File: src/rtl/if_fetch_buf.sv
`default_nettype none
// +----------------------------------------------------------------------------+
// | if_fetch_buf : fetch request issue, in-order response queue, decoder feed  |
// | Optional same-cycle response bypass when IF_BYPASS_EN is defined.          |
// | Revision: 1.0                                                              |
// +----------------------------------------------------------------------------+
module if_fetch_buf #(
   parameter int FIFO_DEPTH      = 4,
   parameter int MAX_OUTSTANDING = 2,
   parameter int PC_WIDTH        = 32,
   parameter int WORD_WIDTH      = 32
) (
   input  logic                  clk,
   input  logic                  rst_n,
   input  logic                  cpu_en,
   input  logic [PC_WIDTH-1:0]   pc,
   input  logic                  flush,
   output logic                  pc_stall,
   output logic                  ibus_req,
   output logic [PC_WIDTH-1:0]   ibus_addr,
   input  logic                  ibus_gnt,
   input  logic                  ibus_rvalid,
   input  logic [WORD_WIDTH-1:0] ibus_rdata,
   output logic                  insn_valid,
   output logic [WORD_WIDTH-1:0] insn,
   output logic [PC_WIDTH-1:0]   insn_pc,
   input  logic                  id_ready
);

   localparam int c_IDX_W = $clog2(FIFO_DEPTH);
   localparam int c_PTR_W = c_IDX_W + 1;
   localparam int c_PQ_W  = (MAX_OUTSTANDING > 1) ? $clog2(MAX_OUTSTANDING) : 1;
   localparam int c_OUT_W = $clog2(MAX_OUTSTANDING + 1);

   logic [PC_WIDTH-1:0]   r_mem_pc   [FIFO_DEPTH];
   logic [WORD_WIDTH-1:0] r_mem_word [FIFO_DEPTH];
   logic [c_PTR_W-1:0]    r_wptr;
   logic [c_PTR_W-1:0]    r_rptr;

   logic [PC_WIDTH-1:0]   r_pq [MAX_OUTSTANDING];
   logic [c_PQ_W-1:0]     r_pq_wr;
   logic [c_PQ_W-1:0]     r_pq_rd;

   logic [c_OUT_W-1:0]    r_outstanding;
   logic [c_OUT_W-1:0]    r_drop_cnt;

   logic [c_PTR_W-1:0]    w_fifo_count;
   logic                  w_fifo_empty;
   logic [c_OUT_W-1:0]    w_live;
   logic [31:0]           w_occupancy;
   logic                  w_credit;
   logic                  w_req;
   logic                  w_accept;
   logic                  w_dropping;
   logic                  w_drop_rsp;
   logic                  w_hit_rsp;
   logic                  w_keep_rsp;
   logic                  w_bypass;
   logic                  w_fifo_wr;
   logic                  w_fifo_rd;
   logic [c_OUT_W-1:0]    w_drop_dec;
   logic [c_OUT_W-1:0]    w_drop_add;
   logic [c_OUT_W-1:0]    w_drop_next;

   function automatic logic [c_PQ_W-1:0] pq_inc(input logic [c_PQ_W-1:0] p);
      if (p == c_PQ_W'(MAX_OUTSTANDING - 1)) begin
         return '0;
      end
      return p + c_PQ_W'(1);
   endfunction

   // Live requests are those still owed to the FIFO; dropped ones reserve nothing.
   assign w_fifo_count = r_wptr - r_rptr;
   assign w_fifo_empty = (r_wptr == r_rptr);
   assign w_live       = r_outstanding - r_drop_cnt;
   assign w_occupancy  = 32'(w_fifo_count) + 32'(w_live);
   assign w_credit     = (w_occupancy < 32'(FIFO_DEPTH)) &&
                         (32'(r_outstanding) < 32'(MAX_OUTSTANDING));

   assign w_req     = rst_n & cpu_en & w_credit & ~flush;
   assign w_accept  = w_req & ibus_gnt;
   assign ibus_req  = w_req;
   assign ibus_addr = pc;
   assign pc_stall  = ~w_accept & ~flush;

   assign w_dropping = (r_drop_cnt != '0);
   assign w_drop_rsp = ibus_rvalid & w_dropping;
   assign w_hit_rsp  = ibus_rvalid & ~w_dropping;
   assign w_keep_rsp = w_hit_rsp & ~flush;

`ifdef IF_BYPASS_EN
   assign w_bypass = rst_n & w_keep_rsp & w_fifo_empty;
`else
   assign w_bypass = 1'b0;
`endif

   assign w_fifo_wr = w_keep_rsp & ~(w_bypass & id_ready);
   assign w_fifo_rd = ~w_fifo_empty & id_ready & ~flush;

   always_comb begin
      insn_valid = 1'b0;
      insn       = '0;
      insn_pc    = '0;
      if (rst_n) begin
         if (!w_fifo_empty) begin
            insn_valid = 1'b1;
            insn       = r_mem_word[r_rptr[c_IDX_W-1:0]];
            insn_pc    = r_mem_pc[r_rptr[c_IDX_W-1:0]];
         end else if (w_bypass) begin
            insn_valid = 1'b1;
            insn       = ibus_rdata;
            insn_pc    = r_pq[r_pq_rd];
         end
      end
   end

   // On redirect every live request becomes a drop, minus one answered this cycle.
   assign w_drop_dec  = r_drop_cnt - c_OUT_W'(w_drop_rsp);
   assign w_drop_add  = w_live - c_OUT_W'(w_hit_rsp);
   assign w_drop_next = flush ? (w_drop_dec + w_drop_add) : w_drop_dec;

   always_ff @(posedge clk) begin
      if (!rst_n) begin
         r_wptr <= '0;
         r_rptr <= '0;
      end else if (flush) begin
         r_wptr <= '0;
         r_rptr <= '0;
      end else begin
         if (w_fifo_wr) begin
            r_wptr <= r_wptr + c_PTR_W'(1);
         end
         if (w_fifo_rd) begin
            r_rptr <= r_rptr + c_PTR_W'(1);
         end
      end
   end

   always_ff @(posedge clk) begin
      if (rst_n && w_fifo_wr) begin
         r_mem_pc[r_wptr[c_IDX_W-1:0]]   <= r_pq[r_pq_rd];
         r_mem_word[r_wptr[c_IDX_W-1:0]] <= ibus_rdata;
      end
   end

   always_ff @(posedge clk) begin
      if (!rst_n) begin
         r_pq_wr <= '0;
         r_pq_rd <= '0;
      end else begin
         if (w_accept) begin
            r_pq_wr <= pq_inc(r_pq_wr);
         end
         if (ibus_rvalid) begin
            r_pq_rd <= pq_inc(r_pq_rd);
         end
      end
   end

   always_ff @(posedge clk) begin
      if (rst_n && w_accept) begin
         r_pq[r_pq_wr] <= pc;
      end
   end

   always_ff @(posedge clk) begin
      if (!rst_n) begin
         r_outstanding <= '0;
         r_drop_cnt    <= '0;
      end else begin
         case ({w_accept, ibus_rvalid})
            2'b10:   r_outstanding <= r_outstanding + c_OUT_W'(1);
            2'b01:   r_outstanding <= r_outstanding - c_OUT_W'(1);
            default: r_outstanding <= r_outstanding;
         endcase
         r_drop_cnt <= w_drop_next;
      end
   end

endmodule
`default_nettype wire

File: config.mk
export PLATFORM = sky130hd
export DESIGN_NAME = if_fetch_buf
export DESIGN_NICKNAME = d
export VERILOG_FILES = /design/src/rtl/if_fetch_buf.sv
export SDC_FILE = /design/constraint.sdc
export NUM_CORES = 1
export LEC_CHECK = 0
export CAP_MARGIN = 10
export CORE_AREA = 2 2 166 168
export CTS_CLUSTER_SIZE = 20
export DETAILED_ROUTE_END_ITERATION = 12
export DIE_AREA = 0 0 168 170
export PLACE_DENSITY = 0.75
export SYNTH_ARGS = -nofsm -noshare
export SYNTH_HDL_FRONTEND = slang
export SYNTH_SLANG_ARGS = --single-unit
File: constraint.sdc
create_clock -name clk -period 3.34 [get_ports clk]
set_input_delay 1.002 -clock clk [delete_from_list [all_inputs] [get_ports clk]]
set_output_delay 1.002 -clock clk [all_outputs]
set_load 0.05 [all_outputs]
==> impl_metrics.json <==
{
  "reg2regPathDepth": 12,
  "start_util_pct": 49.3,
  "cts.hold.buffers_added": 0,
  "synth_area_leader_cell": "edfxtp_1",
  "postSynthCellCount": 655,
  "drive_gt1_share_pct": 33.2,
  "cts-root-buf": "clkbuf_16",
  "fin_nets": 906,
  "run_status": "finished with violations",
  "synth_edf_count": 320,
  "design_area_sq_mm": 0.0174,
  "cp-start-kind": "flip-flop",
  "hp-class": "flip-flop to flip-flop",
  "r2r_slack_ns": 0.24,
  "r2r_start": "r_wptr[0]",
  "fp.dieH_microns": 170,
  "io_pins": 170,
  "first_pass_iters": 4,
  "syn_area_per_cell_sq_um": 20.1,
  "drtIter0Drc": 534,
  "min_period_over_period_pct": 102,
  "grtUsageMet2_pct": 30.5,
  "synthArstFlopShare_pct": 0,
  "path_max_fanout": 3,
  "gp_congestion": 0.784,
  "dp_hpwl_microns": 15000,
  "drc": 0,
  "power.density_mw_per_mm2": 538,
  "yosysMostFrequentCell": "edfxtp_1",
  "slew_headroom_pct": 36.0,
  "max_freq_mhz": 294,
  "yosys-top-cells-count": "edfxtp_1, and3_1, mux4_2",
  "critical_path.startpoint": "r_wptr[0]",
  "worst_hold_slack_ns": 0.500,
  "power_uw": 9360,
  "worstSetupPathType": "flip-flop to output port",
  "place_inst": 1121,
  "drt-vias-per-instance": 5.46,
  "vdd_drop_max_v": 0.000374,
  "grt_max_degree": 61,
  "worstHoldStart": "r_rptr[1]",
  "busiest_layer": "met2",
  "worst_pin_slew_ns": 0.960,
  "core-area_sq_mm": 0.0267,
  "clk_latency_ns": 0.51,
  "cpMostUsedCell": "inv_2",
  "endpoint_kind": "output port",
  "syn_area_sq_mm": 0.0131,
  "power_leakage_uw": 0.00599,
  "fp-row-count": 60,
  "area_growth_pct": 32.5,
  "clk_pin_slew_ns": 0.06,
  "worst_path_max_delay_cell": "fa_1",
  "die_width_microns": 168,
  "cts_tree": "done",
  "num_vias": 6488,
  "instances_no_fill": 1188,
  "yosys_warnings": 0,
  "placedInstanceArea_sq_mm": 0.0162,
  "path_cells": "inv_2 > ha_4 > inv_2 > fa_1 > ha_1 > nand2_1 > nand4_1 > nor2_1 > a21oi_2 > buf_12",
  "arrival_ns": 2.39,
  "antenna_cells": 0,
  "cp_slowest_stage_delay_ns": 0.43,
  "netlist.area_leader.share_pct": 73.1,
  "wl_microns": 24900,
  "dieArea_sq_mm": 0.0286,
  "portBuffers": 169,
  "rsz0062_at_grt": "yes",
  "ant_nets": 0,
  "met1_usage_pct": 23.0,
  "setup_ws_ns": -0.0558,
  "ys_seq_elements": 335,
  "timing_hold_violations_final": 0,
  "slew_violations": 0,
  "numCtsBuffers": 35,
  "ys_top_cells_by_area": "edfxtp_1, mux4_2, and3_1",
  "required_ns": 2.34,
  "synth.net_count": 738,
  "finClkSkew_ns": 0.0218,
  "violations": "setup timing",
  "finalCriticalPeriod_ns": 3.40,
  "drt-wirelength-per-cell_microns": 21.0,
  "antenna_found_initial": 2,
  "grt_usage_pct": 17.7,
  "clock_path_buffers": 3,
  "grt_pass1_vias": 6879,
  "use_met3_pct": 3.77,
  "grt_pass1_wl_microns": 38300,
  "clock-sinks": 335,
  "yosysSeqAreaShare_pct": 75.4,
  "setup_viol_count_final": 2,
  "nFillCells": 1739,
  "drv_cap": 0,
  "post_synth_num_cell_types": 38,
  "reg2reg_to": "r_outstanding[1]",
  "grt-ovfl-total": 0,
  "synth_ff_type": "edfxtp_1",
  "htreeDepth": 2,
  "whs_path_depth": 2
}
[sequential cells by signal (all words and copies together), names as in the netlist, named ones only]
register / count
r_rptr: 3
r_drop_cnt: 2
r_pq_wr: 1
r_wptr: 3
r_mem_word: 128
r_pq: 64
r_pq_rd: 1
r_outstanding: 2
r_mem_pc: 128
[cells by family (layout without fill, tap and decap cells)]
family | Yosys count | after routing | synth area share [%]
AND/OR/NAND/NOR | 110 | 110 | 4.80
multiplexers | 96 | 96 | 13.7
flip-flops | 335 | 335 | 75.4
adder cells (fa/ha/maj) | 12 | 12 | 1.20
buffers and inverters | 76 | 268 | 3.29
AO/OA/AOI/OAI | 14 | 14 | 0.733
XOR/XNOR | 12 | 12 | 0.857
[power by group]
group	internal, uW	switching, uW
clock network	2160	1490
logic	472	507
registers	4680	48.0
[placed cells by master (no fill, tap or decap), drive strengths merged]
cell type / count
nor4: 1
o21ai: 2
o21a: 1
dfxtp: 15
nand2: 8
nor2b: 2
inv: 11
a221oi: 1
mux4: 64
and3: 66
fa: 1
a2111oi: 1
buf: 128
xor2: 5
clkbuf: 41
or3: 2
a21boi: 1
clkinv: 17
nand3: 6
nor2: 15
ha: 11
edfxtp: 320
mux2: 32
nor4bb: 1
or2b: 1
a2bb2oi: 1
clkdlybuf4s50: 69
bufinv: 2
and2: 7
o311ai: 1
nand4: 1
a21oi: 6
xnor2: 7
[critical path: cells and delay by family, from the launching register on]
family / cells / cell delay [ns]
fa+ha+maj: 3 / 0.83
simple gates: 3 / 0.39
flops: 1 / 0.32
buf+inv: 3 / 0.26
compound gates: 1 / 0.10
[area by class of cell]
type / instances / area [sq um] / share of cell area (%)
flip-flops and latches: 335 / 9930 / 57.0
repair buffers: 197 / 3090 / 17.7
multi-input cells: 244 / 2840 / 16.3
clock buffers: 41 / 940 / 5.40
well taps: 341 / 427 / 2.45
clock inverters: 20 / 153 / 0.876
inverters: 10 / 37.5 / 0.216
[routing by layer]
| layer | share of wire (%) | vias up | routed length [microns] |
|---|---|---|---|
| li1 | - | 2928 | - |
| met1 | 41 | 3272 | 10300 |
| met4 | 1.9 | 4 | 469 |
| met2 | 51 | 239 | 12700 |
| met3 | 6.1 | 45 | 1510 |
| met5 | 0.088 | - | 22 |
[worst max path at each step]
stage	endpoint	slack (ns)	cells after the start
global placement	r_outstanding[1]	0.26	7
detailed placement	r_outstanding[1]	0.17	7
CTS	pc_stall	-0.07	10
finish	pc_stall	-0.06	10
global route	pc_stall	-0.16	10
floorplan	pc_stall	0.003	9
[through the flow]
stage          utilization, %  TNS (ns)  setup slack (ns)
6_report                 65.4   -0.0740           -0.0558
5_1_grt                  65.4    -0.296            -0.159
4_1_cts                  65.3   -0.0881           -0.0701
3_5_place_dp             60.9         0             0.166
3_3_place_gp             60.9         0             0.257
2_1_floorplan               -         0           0.00310
[repair_timing]
action	CTS	global route
endpoints found under the hold margin	0	0
gates resized for setup	9	4
setup endpoints to repair	18	2
pin swaps	7	7
setup buffers	5	1
cloned	0	0
(Power assumes the default switching activity.)
